`src/rtl/imem_pkg.sv`:
```
// imem_pkg: shared types and constants for the instruction fetch memory
package imem_pkg;
    localparam int IMEM_INS_W = 32;
    localparam logic [IMEM_INS_W-1:0] NOP = 32'h0000_0013;

    typedef enum logic [1:0] {
        FC_NONE     = 2'b00,
        FC_MISALIGN = 2'b01,
        FC_RANGE    = 2'b10
    } fault_cause_t;

    typedef struct packed {
        logic                  valid;
        logic [IMEM_INS_W-1:0] instr;
        logic                  fault;
        fault_cause_t          cause;
    } fetch_stage_t;
endpackage

```
`src/rtl/imem_pipe_stage.sv`:
```
// imem_pipe_stage: one fetch pipeline register with stall, flush and async reset
module imem_pipe_stage
    import imem_pkg::*;
#(
    parameter logic [IMEM_INS_W-1:0] NOP_INSTR = NOP,
    parameter bit                    FIRST     = 1'b0
) (
    input  logic         clk,
    input  logic         rst_n,
    input  logic         stall,
    input  logic         flush,
    input  fetch_stage_t d,
    output fetch_stage_t q
);
    // The first stage keeps loading during flush so the redirect target survives.
    always_ff @(posedge clk or negedge rst_n) begin
        if (!rst_n) begin
            q.valid <= 1'b0;
            q.instr <= NOP_INSTR;
            q.fault <= 1'b0;
            q.cause <= FC_NONE;
        end else if (flush && !FIRST) begin
            q.valid <= 1'b0;
            q.fault <= 1'b0;
            q.cause <= FC_NONE;
        end else if (flush || !stall) begin
            q.valid <= d.valid;
            q.fault <= d.valid && d.fault;
            q.cause <= d.valid ? d.cause : FC_NONE;
            if (d.valid)
                q.instr <= d.instr;
        end
    end
endmodule

```
`src/rtl/instr_fetch_mem.sv`:
```
// instr_fetch_mem: program-writable instruction memory with pipelined, fault-checked fetch
module instr_fetch_mem
    import imem_pkg::*;
#(
    parameter int                    ADDR_W      = 32,
    parameter int                    INS_W       = IMEM_INS_W,
    parameter int                    DEPTH_WORDS = 64,
    parameter int                    RD_LATENCY  = 1,
    parameter logic [INS_W-1:0]      NOP_INSTR   = NOP
) (
    input  logic                           clk,
    input  logic                           rst_n,
    input  logic                           fetch_req,
    input  logic [ADDR_W-1:0]              fetch_addr,
    output logic                           fetch_ready,
    input  logic                           stall,
    input  logic                           flush,
    output logic                           fetch_valid,
    output logic [INS_W-1:0]               fetch_instr,
    output logic                           fetch_fault,
    output logic [1:0]                     fault_cause,
    output logic [7:0]                     fault_count,
    input  logic                           prog_we,
    input  logic [$clog2(DEPTH_WORDS)-1:0] prog_addr,
    input  logic [INS_W-1:0]               prog_data
);
    localparam int AW = $clog2(DEPTH_WORDS);

    logic [INS_W-1:0] mem [DEPTH_WORDS] = '{default: NOP_INSTR};
    fetch_stage_t     req_stage;
    fetch_stage_t     stg [RD_LATENCY];
    logic             accept;
    logic             misalign;
    logic             range_err;
    logic [AW-1:0]    idx;

    assign fetch_ready = !stall && !prog_we;
    assign accept      = fetch_req && fetch_ready;
    assign idx         = fetch_addr[AW+1:2];
    assign misalign    = |fetch_addr[1:0];
    assign range_err   = |fetch_addr[ADDR_W-1:AW+2];

    always_ff @(posedge clk)
        if (prog_we)
            mem[prog_addr] <= prog_data;

    // Misalignment outranks range; faulted fetches never expose array data.
    always_comb begin
        req_stage.valid = accept;
        req_stage.fault = misalign || range_err;
        req_stage.cause = misalign ? FC_MISALIGN : (range_err ? FC_RANGE : FC_NONE);
        req_stage.instr = (misalign || range_err) ? NOP_INSTR : mem[idx];
    end

    for (genvar i = 0; i < RD_LATENCY; i++) begin : g_stage
        if (i == 0) begin : g_first
            imem_pipe_stage #(.NOP_INSTR(NOP_INSTR), .FIRST(1'b1)) u_stage (
                .clk(clk), .rst_n(rst_n), .stall(stall), .flush(flush),
                .d(req_stage), .q(stg[i])
            );
        end else begin : g_next
            imem_pipe_stage #(.NOP_INSTR(NOP_INSTR), .FIRST(1'b0)) u_stage (
                .clk(clk), .rst_n(rst_n), .stall(stall), .flush(flush),
                .d(stg[i-1]), .q(stg[i])
            );
        end
    end

    assign fetch_valid = stg[RD_LATENCY-1].valid;
    assign fetch_instr = stg[RD_LATENCY-1].instr;
    assign fetch_fault = stg[RD_LATENCY-1].fault;
    assign fault_cause = stg[RD_LATENCY-1].cause;

    always_ff @(posedge clk or negedge rst_n) begin
        if (!rst_n)
            fault_count <= 8'd0;
        else if (fetch_valid && fetch_fault && !stall && fault_count != 8'hFF)
            fault_count <= fault_count + 8'd1;
    end
endmodule

```
`config.mk`:
```
export PLATFORM = sky130hd
export DESIGN_NAME = instr_fetch_mem
export DESIGN_NICKNAME = d
export VERILOG_FILES = /design/src/rtl/imem_pkg.sv /design/src/rtl/imem_pipe_stage.sv /design/src/rtl/instr_fetch_mem.sv
export SDC_FILE = /design/constraint.sdc
export NUM_CORES = 2
export LEC_CHECK = 0
export CAP_MARGIN = 20
export CORE_MARGIN = 10
export CORE_UTILIZATION = 49
export CTS_CLUSTER_SIZE = 30
export DETAILED_ROUTE_END_ITERATION = 10
export GPL_TIMING_DRIVEN = 0
export PLACE_DENSITY = 0.67
export RECOVER_POWER = 50
export SLEW_MARGIN = 10
export SYNTH_ARGS = -nofsm -noshare
export SYNTH_HDL_FRONTEND = slang
export SYNTH_SLANG_ARGS = --single-unit
```
`constraint.sdc`:
```
create_clock -name clk -period 1.75 [get_ports clk]
set_input_delay 0.35 -clock clk [delete_from_list [all_inputs] [get_ports clk]]
set_output_delay 0.35 -clock clk [all_outputs]
set_load 0.005 [all_outputs]
```
==> flow_metrics.tcl <==
set metrics [dict create \
    violations "capacitance limit, slew limit, setup timing" \
    fillers 11150 \
    whs_ps 140.2 \
    synth_xor_area_share_pct 0.07680 \
    arrival_ps 2750 \
    synth_compound_gate_area_share_pct 3.435 \
    hpwlAfterDp_microns 159200 \
    slowest_delay_ps 670 \
    ff_latch_area_sq_um 62620 \
    nNetsFinal 4353 \
    cp_num_buf_inv 5 \
    io_pins 121 \
    htreeDepth 4 \
    tightest_slew_ps 1859 \
    die_y_microns 423.6 \
    antenna_found_initial 14 \
    slew_violations 842 \
    synth-seq-area-share_pct 78.42 \
    wirelength_microns 247000 \
    cts_tree "built" \
    crit_family "buffers and inverters" \
    coreArea_sq_um 162400 \
    die_area_sq_um 179500 \
    p_leak_nw 31.74 \
    cp-end-kind "register" \
    dp_slack_ps -2607 \
    power_density_nw_per_um2 1096 \
    maxCapViolations 15 \
    synth_top_family_by_area "multiplexers" \
    worst_path_most_repeated_cell "clkbuf_4" \
    dr.pass1.iters 6 \
    drc 0 \
    cts_inserted_buffers 202 \
    grt_max_degree 65 \
    synthAdderAreaFrac_pct 0.01567 \
    status "finished, violations left" \
    fin_skew_ps 22.98 \
    root_buffer "clkbuf_16" \
    clock_path_buffers 3 \
    ys_types 55 \
    yosysMostFrequentCell "edfxtp_1" \
    gp_congestion 0.8962 \
    grt_pass1_wl_microns 339200 \
    hold_viol_final 0 \
    synthToLayoutAreaGrowth_pct 21.80 \
    fp.dieW_microns 423.6 \
    synth_top_area_cell "edfxtp_1" \
    vdd_drop_max_mv 0.8298 \
    max_freq_mhz 486.1 \
    multiInputGateArea_sq_um 18860 \
    synth_edf_count 2048 \
    max_slew_margin_pct -23.96 \
    yosys_warnings 0 \
    period_needed_ps 2057 \
    fp-row-count 148 \
    clk_pin_slew_worst_paths_ps 60 \
    cp_cell_sequence "clkbuf_2 > buf_4 > nor2_4 > buf_12 > clkbuf_4 > clkbuf_4 > a221oi_4 > o41ai_2" \
    finalCritPeriodShare_pct 117.6 \
    fin_tns_setup_ps -37760 \
    startpoint_type "primary input" \
    r2r_cells 5 \
    yosysTopAreaCellShare_pct 77.03 \
    grt.total_usage_pct 27.02 \
    synthCells 3692 \
    crit_path_max_fanout 10 \
    first_global_vias 42504 \
    crit_type "in2reg" \
    hold_depth 4 \
    worstSkewPairLatency_ps 830 \
    drive_gt1_share_pct 34.39 \
    syn_avg_cell_area_sq_um 21.62 \
    postLayoutCoreUtil_pct 59.88 \
    synth_mux_area_share_pct 15.03 \
    setup_viol_count_final 637 \
    synth-simple-area-share_pct 1.799 \
    synthTopCellsByCount "edfxtp_1, mux4_2, mux2i_1" \
    syn_area_sq_um 79830 \
    global_route.overflow_total 0 \
    async_flop_share_pct 2.103 \
    ant_nets 0 \
    fin_ws_ps -307.3 \
    clock_sinks 2092 \
    vias 43054 \
    fin_cells 6631 \
    cp.required_ps 2450 \
    start_util_pct 49.16 \
    wl_per_cell_microns 37.25 \
    vias_per_cell 6.493 \
    rsz0062_at_grt "yes" \
    r2r_setup_slack_ps -300 \
    cp_slowest_cell "a221oi_4" \
    synth.area.top_cells "edfxtp_1, mux4_2, mux2i_1, dfrtp_1, o221ai_1" \
    dp_cells 6083 \
    synth-main-ff-cell "edfxtp_1" \
    cp.depth 8 \
    synth-seq-cells 2092 \
    min_path_type "in2reg" \
    drtIter0Drc 6409 \
    synth_nets 3769 \
    numPortBuffers 112 \
]
power breakdown:
group | switching, mW | total (mW) | leakage [nW] | internal [mW]
Sequential | 0.103 | 55.5 | 19.0 | 55.4
Combinational | 4.50 | 6.79 | 9.47 | 2.29
Clock | 19.0 | 44.3 | 3.28 | 25.3
Total | 23.6 | 107 | 31.7 | 83.0
final timing paths:
kind | to | from
setup / recovery | g_stage[0].g_first.u_stage.q[27]$_DFFE_PN0P_ | fetch_addr[6]
hold / removal | g_stage[0].g_first.u_stage.q[3]$_DFFE_PN1P_ | prog_we
setup reg to reg | g_stage[0].g_first.u_stage.q[19]$_DFFE_PN0P_ | mem[51][16]$_DFFE_PP_
hold reg to reg | g_stage[0].g_first.u_stage.q[18]$_DFFE_PN0P_ | g_stage[0].g_first.u_stage.q[18]$_DFFE_PN0P_
max in group asynchronous | fault_count[0]$_DFFE_PN0P_ | rst_n
min in group asynchronous | fault_count[3]$_DFFE_PN0P_ | rst_n
metal layers:
layer	wire length, microns	track usage [%]	vias to the layer above
li1	-	-	16813
met1	89710	36.72	22569
met2	113100	41.10	3083
met3	29850	6.612	587
met4	14330	13.16	2
met5	13	0	-
registers in the layout, indices dropped and copies added (netlist names):
name / flops
g_stage.g_first.u_stage.q: 36
mem: 2048
fault_count: 8
kinds of logic (layout without fill, tap and decap cells):
group	after synthesis	after routing
buffers and inverters	213	970
and+or+nand+nor	328	328
DFF	2092	2092
xor gates and xnor gates	7	7
AOI/OAI and AO/OA	348	348
other	0	7
adders and majority gates	1	1
muxes	703	703
tightest hold or removal path: cells and delay by family:
kind | cells | cell delay, ps
AND/OR/NAND/NOR | 2 | 300
buffers and inverters | 1 | 160
AO/OA/AOI/OAI | 1 | 130
placed cells by master, fill, tap and decap left out, types with 11 or more instances in the layout:
cell | Yosys | routed
buf_16 | 0 | 28
a221oi_2 | 0 | 20
dfrtp_2 | 0 | 16
mux2i_4 | 0 | 13
clkbuf_1 | 96 | 57
dlygate4sd3_1 | 0 | 22
a211o_1 | 29 | 29
nor2_1 | 78 | 12
mux2i_1 | 276 | 255
buf_6 | 3 | 61
nand2b_1 | 12 | 12
buf_4 | 14 | 132
clkbuf_16 | 0 | 208
buf_12 | 0 | 95
mux2_4 | 0 | 26
nor2_4 | 0 | 64
o21ai_4 | 0 | 15
clkinv_1 | 1 | 46
a22o_1 | 29 | 29
mux4_2 | 393 | 393
o22ai_4 | 0 | 23
dfrtp_1 | 41 | 25
buf_2 | 83 | 60
o221ai_1 | 88 | 75
o41ai_2 | 0 | 28
clkbuf_2 | 0 | 65
clkbuf_4 | 0 | 50
clkinv_2 | 0 | 42
clkdlybuf4s50_1 | 0 | 28
o221ai_2 | 0 | 12
o21ai_2 | 0 | 11
bufinv_16 | 0 | 25
a221oi_4 | 0 | 31
o22ai_1 | 58 | 29
edfxtp_1 | 2048 | 2048
nand2_1 | 166 | 158
layout make-up:
cell class              count  share of cell area [%]
flip-flops and latches   2092                   64.40
repair buffers            381                   4.905
inverters                   4                 0.02445
plain buffers             208                   1.547
multi-input cells        1387                   19.39
clock inverters           136                   1.463
diodes                      7                 0.01801
well taps                2175                   2.799
clock buffers             241                   5.447
timing repair:
action / CTS / global route
endpoints found under the setup margin: 2076 / 198
gates resized for setup: 732 / 94
setup buffers: 121 / 23
hold endpoints to repair: 337 / 0
hold buffers: 21 / 0
pin swaps: 136 / 76
cloned: 0 / 0
stage by stage:
step                total power [mW]  area (sq um)
global placement               62.16         84270
detailed placement             62.27         86470
global route                   109.0         97230
finish                         106.6         97240
CTS                            106.5         97100
floorplan                      59.15         80430
Note: power is estimated with default switching activity, not from simulation.
